[src/rtl/fifo_pkg.sv]
// fifo_pkg: shared defaults and data word type for the fifo slice
package fifo_pkg;
    localparam int N_DEF     = 32;
    localparam int DEPTH_DEF = 64;
    localparam int AW_DEF    = $clog2(DEPTH_DEF);
    typedef logic [N_DEF-1:0] word_t;
endpackage

[src/rtl/fifo_mem.sv]
// fifo_mem: dual-port register array with a read-enable gated output register
module fifo_mem
    import fifo_pkg::*;
#(
    parameter int N     = N_DEF,
    parameter int DEPTH = DEPTH_DEF,
    parameter int AW    = AW_DEF
) (
    input  logic          clk,
    input  logic          rst,
    input  logic          we,
    input  logic [AW-1:0] waddr,
    input  logic [N-1:0]  wdata,
    input  logic          re,
    input  logic [AW-1:0] raddr,
    output logic [N-1:0]  rdata
);
    logic [N-1:0] buf_mem [0:DEPTH-1];

    // storage deliberately has no reset; stale words become unreachable via the pointers
    always_ff @(posedge clk) begin
        if (we) buf_mem[waddr] <= wdata;
    end

    always_ff @(posedge clk or negedge rst) begin
        if (!rst) rdata <= '0;
        else if (re) rdata <= buf_mem[raddr];
    end
endmodule

[src/rtl/fifo.sv]
// fifo: single-clock 64x32 FIFO with empty/full flags and a registered read port
module fifo
    import fifo_pkg::*;
#(
    parameter int N     = N_DEF,
    parameter int DEPTH = DEPTH_DEF,
    parameter int AW    = AW_DEF
) (
    input  logic         clk,
    input  logic         rst,
    input  logic [N-1:0] buf_in,
    output logic [N-1:0] buf_out,
    input  logic         wr_en,
    input  logic         rd_en,
    output logic         buf_empty,
    output logic         buf_full
);
    logic [AW:0] wr_ptr, rd_ptr, count;
    logic        wr_acc, rd_acc;

    assign buf_empty = wr_ptr == rd_ptr;
    assign buf_full  = (wr_ptr[AW-1:0] == rd_ptr[AW-1:0]) && (wr_ptr[AW] != rd_ptr[AW]);
    assign rd_acc    = rd_en & !buf_empty;
    // a read in the same cycle frees a slot, so a full FIFO still accepts the write
    assign wr_acc    = wr_en & (!buf_full | rd_acc);

    always_ff @(posedge clk or negedge rst) begin
        if (!rst) begin
            wr_ptr <= '0;
            rd_ptr <= '0;
            count  <= '0;
        end else begin
            wr_ptr <= wr_ptr + (AW+1)'(wr_acc);
            rd_ptr <= rd_ptr + (AW+1)'(rd_acc);
            count  <= count + (AW+1)'(wr_acc) - (AW+1)'(rd_acc);
        end
    end

    a_count_flags: assert property (@(posedge clk) disable iff (!rst)
        (buf_empty == (count == '0)) && (buf_full == (count == (AW+1)'(DEPTH))));

    fifo_mem #(.N(N), .DEPTH(DEPTH), .AW(AW)) u_mem (
        .clk   (clk),
        .rst   (rst),
        .we    (wr_acc),
        .waddr (wr_ptr[AW-1:0]),
        .wdata (buf_in),
        .re    (rd_acc),
        .raddr (rd_ptr[AW-1:0]),
        .rdata (buf_out)
    );
endmodule

[config.mk]
export PLATFORM = sky130hd
export DESIGN_NAME = fifo
export DESIGN_NICKNAME = d
export VERILOG_FILES = /design/src/rtl/fifo_pkg.sv /design/src/rtl/fifo_mem.sv /design/src/rtl/fifo.sv
export SDC_FILE = /design/constraint.sdc
export NUM_CORES = 2
export LEC_CHECK = 0
export ABC_CLOCK_PERIOD_IN_PS = 3300
export CORE_MARGIN = 3
export CORE_UTILIZATION = 40
export DETAILED_ROUTE_END_ITERATION = 8
export PLACE_DENSITY_LB_ADDON = 0.25
export SLEW_MARGIN = 20
export SYNTH_ARGS = -nofsm -noshare
export SYNTH_HDL_FRONTEND = slang
export SYNTH_SLANG_ARGS = --single-unit
[constraint.sdc]
create_clock -name clk -period 3.3 [get_ports clk]
set_input_delay 0.33 -clock clk [delete_from_list [all_inputs] [get_ports clk]]
set_output_delay 0.33 -clock clk [all_outputs]
set_load 0.005 [all_outputs]
==> impl_results.md <==
* Clock-pin slew on the worst setup and hold paths at approximately 0.06 ns
* Clock Path Buffers at 3
* Die Height at 453 um
* Outcome: finished clean
* H-tree depth at 4
* Switching portion of total power at between 30% and 40%
* Register area share after synthesis at 78.4%
* Cell Int Power at 0.0534 W
* Leakage power at ~30 nW
* Syn_nets at 3795
* Detailed Route WL at 221 mm
* Tmin final at 3.24 ns
* Main flop type after synthesis: edfxtp_1
* Final setup vio count at 0
* Tot Pwr at 0.0779 W
* Cell area after synthesis at 0.0799 mm2
* Wire length per cell at 32.0 um
* Synthesis Warnings at 0
* Number of fill cells at 16400
* Die width at 453 um
* Clock Power Share at 29.8%
* Worst stage delay on the critical path at between 0.7 and 0.8 ns
* PD cells at 835 mW/mm2
* Initial drt markers at 4668
* Post-Syn Instances at 3755
* Worst path top cell family by delay: buffers and inverters
* CP arrival at 3.91 ns
* Share of cells above drive strength 1 at about a quarter
* Num rows at between 150 and 200
* I/O pin total at 70
* First-pass GRT wire length at 312 mm
* Setup crit end kind: register
* Vias in the first global route at 40300
* Clock Skews at 0.0479 ns
* Post-DP HPWL at 125 mm
* Maxcap violations at 0
* Hold Vio Cnt, Final at 0
* Root Driver: clkbuf_16
* Multi-input logic area at 0.0167 mm2
* Yosys top cell area share at 77.0%
* RSZ-0062 raised after global routing: no
* Die ar. at slightly above 0.2 mm2
* Initial Utilization at 40.4%
* Placer congestion estimate at 0.805
* Area leader, netlist: edfxtp_1
* Seq cells post-synth at ~2100
* TritonRoute pass-1 iters at 5
* Tcrit/Tclk final at 98.1%
* DR vias/cell at 5.80
* Sw Pwr at 0.0246 W
* CTS Buf Count at 204
* Later-pin clock latency in the skew report at 0.83 ns
* DRC at 0
* Crit Path Class: register to register
* Initial antenna violation count at 14
* FMAX at ~310 MHz
* Most frequent cells in the layout: 2048 x edfxtp_1, 391 x mux4_2, 263 x mux2i_1
* Finished Layout Cells at 6908
* Layout area overhead at 16.8%
* CTS tree: yes
* Clock sink count at 2094
* Distinct cells, synth at 51
* Largest net degree at the start of global routing at 70
* Startpoint types: register
* Synthesized area per cell at about 21 um2
* Slew Viols, Final at 0
* Vias at 40000
* Worst Slack Setup Final at 0.0616 ns
* Crit-path slowest cell: a31oi_1
* # nets final at slightly above 4000
* Combinational power share at a little under a third
* Async SR Flop Fraction at 2.20%
* Slew headroom at 24.8%
* Peak supply drop at about 0.54 mV
* CP max FO at 51
* Hold Crit Class: input port to register
* Post-DRT Antenna Nets at 0
* DP Cell Count at 6518
* Crit path top cell by count: buf_4
* Req. time, crit path at 3.97 ns
* Worst Tran Pin Value at 1.13 ns
* Fin util at 47.2%
* All-Layer GR Usage at 21.5%
* Placement Setup Slack at -0.316 ns
* IO buf count at 69
* Buffers & Inverters on Critical Path at 3
* Seq pwr share at 39.9%
* Sequential cell area at about 0.063 mm2
* Crit path cell chain: buf_4 > buf_12 > buf_4 > mux4_2 > mux2i_1 > nand2_1 > a31oi_1 > o21ai_1
* Commonest non-fill, non-tap cell in the layout: edfxtp_1
* Core area at 0.198 mm2
* Grt ovf at 0
* Synth top area cells: edfxtp_1 77%, mux4_2 11%, mux2i_1 3.3%
* Post-synth EDFFs at 2048
## kinds of logic (layout without fill, tap and decap cells)
logic type      after synthesis  count (layout)  synth area share (%)
fa+ha+maj                     4               4                0.0627
buf+inv                     223             733                  1.36
mux                         666             666                  14.5
xor+xnor                     17              17                 0.186
other cells                   0               3                     0
simple gates                370             370                  2.18
flops                      2094            2094                  78.4
compound gates              381             381                  3.29
## power by group through the flow
stage	clock network, W	registers [W]	logic, W
final	0.0232	0.0311	0.0236
after global routing	0.0247	0.0311	0.0248
after CTS	0.0236	0.0311	0.0238
after detailed placement	0	0.0318	0.0234
after global placement	0	0.0318	0.0234
after floorplan	0	0.0312	0.0137
## metal layers
metal	share of wire, %	global-route usage [%]
met5	0	0
met4	3.1	6.53
met3	6.4	3.13
met2	49	34.7
met1	42	30.4
## final timing paths
kind,to,from,cells after the start,slack [ns]
worst max-delay path,u_mem.rdata[25],rd_ptr[0],8,0.06
worst min-delay path,u_mem.buf_mem[49][17],buf_in[17],1,0.05
worst max register to register,u_mem.rdata[25],rd_ptr[0],8,0.06
worst min register to register,rd_ptr[6],rd_ptr[6],1,0.51
max in group asynchronous,rd_ptr[1],rst,3,2.41
min in group asynchronous,u_mem.rdata[14],rst,3,0.21
## synth_stat cells, types with 5 or more instances
cell type / n
a31oi_1: 30
or4_1: 29
dfrtp_1: 46
o21ai_1: 30
mux2i_1: 263
xnor2_1: 5
o22a_1: 27
buf_2: 102
mux2_2: 12
buf_6: 9
edfxtp_1: 2048
o22ai_1: 89
a21oi_1: 37
nand3_1: 22
nand2_1: 111
mux4_2: 391
nor2_1: 134
clkbuf_1: 70
a22oi_1: 119
a211oi_1: 5
a32oi_1: 28
or3_1: 30
xor2_1: 12
nor2b_1: 9
buf_4: 14
nor3_1: 5
nand2b_1: 9
buf_1: 21
## flip-flops by register name (all words and copies together) (netlist names)
signal	flops
u_mem.buf_mem	2048
u_mem.rdata	32
rd_ptr	7
wr_ptr	7
## worst register-to-register path: cells and delay by family (launching register included)
kind	cells	cell delay (ns)
flip-flops	1	0.43
buffers and inverters	3	0.96
AO/OA/AOI/OAI	2	0.84
AND/OR/NAND/NOR	1	0.08
multiplexers	2	0.76
## stage by stage
| step | hold slack [ns] | setup TNS [ns] | area, um2 |
|---|---|---|---|
| 6_report | 0.0537 | 0 | 93300 |
| 5_1_grt | 0.0297 | 0 | 93300 |
| 4_1_cts | 0.00770 | 0 | 93200 |
| 3_5_place_dp | 0.499 | -0.944 | 86500 |
| 3_3_place_gp | 0.495 | -0.872 | 86500 |
| 2_1_floorplan | 0.0344 | -113.44 | 79900 |
## area by class of cell
| type | instances | share of cell area [%] |
|---|---|---|
| multi-input combinational | 1438 | 17.9 |
| clock buffer | 265 | 5.89 |
| sequential | 2094 | 67.1 |
| clock inverter | 109 | 1.21 |
| antenna | 3 | 0.00804 |
| timing repair buffer | 354 | 4.25 |
| inverter | 5 | 0.0201 |
| tap | 2640 | 3.54 |
## repair_timing
| action | in CTS | in global routing |
|---|---|---|
| pin swaps | 2 | 0 |
| hold buffers | 3 | 1 |
| setup endpoints to repair | 8 | 5 |
| buffers inserted | 7 | 1 |
| endpoints found under the hold margin | 86 | 16 |
| gates resized for setup | 12 | 5 |
| cloned | 0 | 0 |
(Power assumes the default switching activity.)
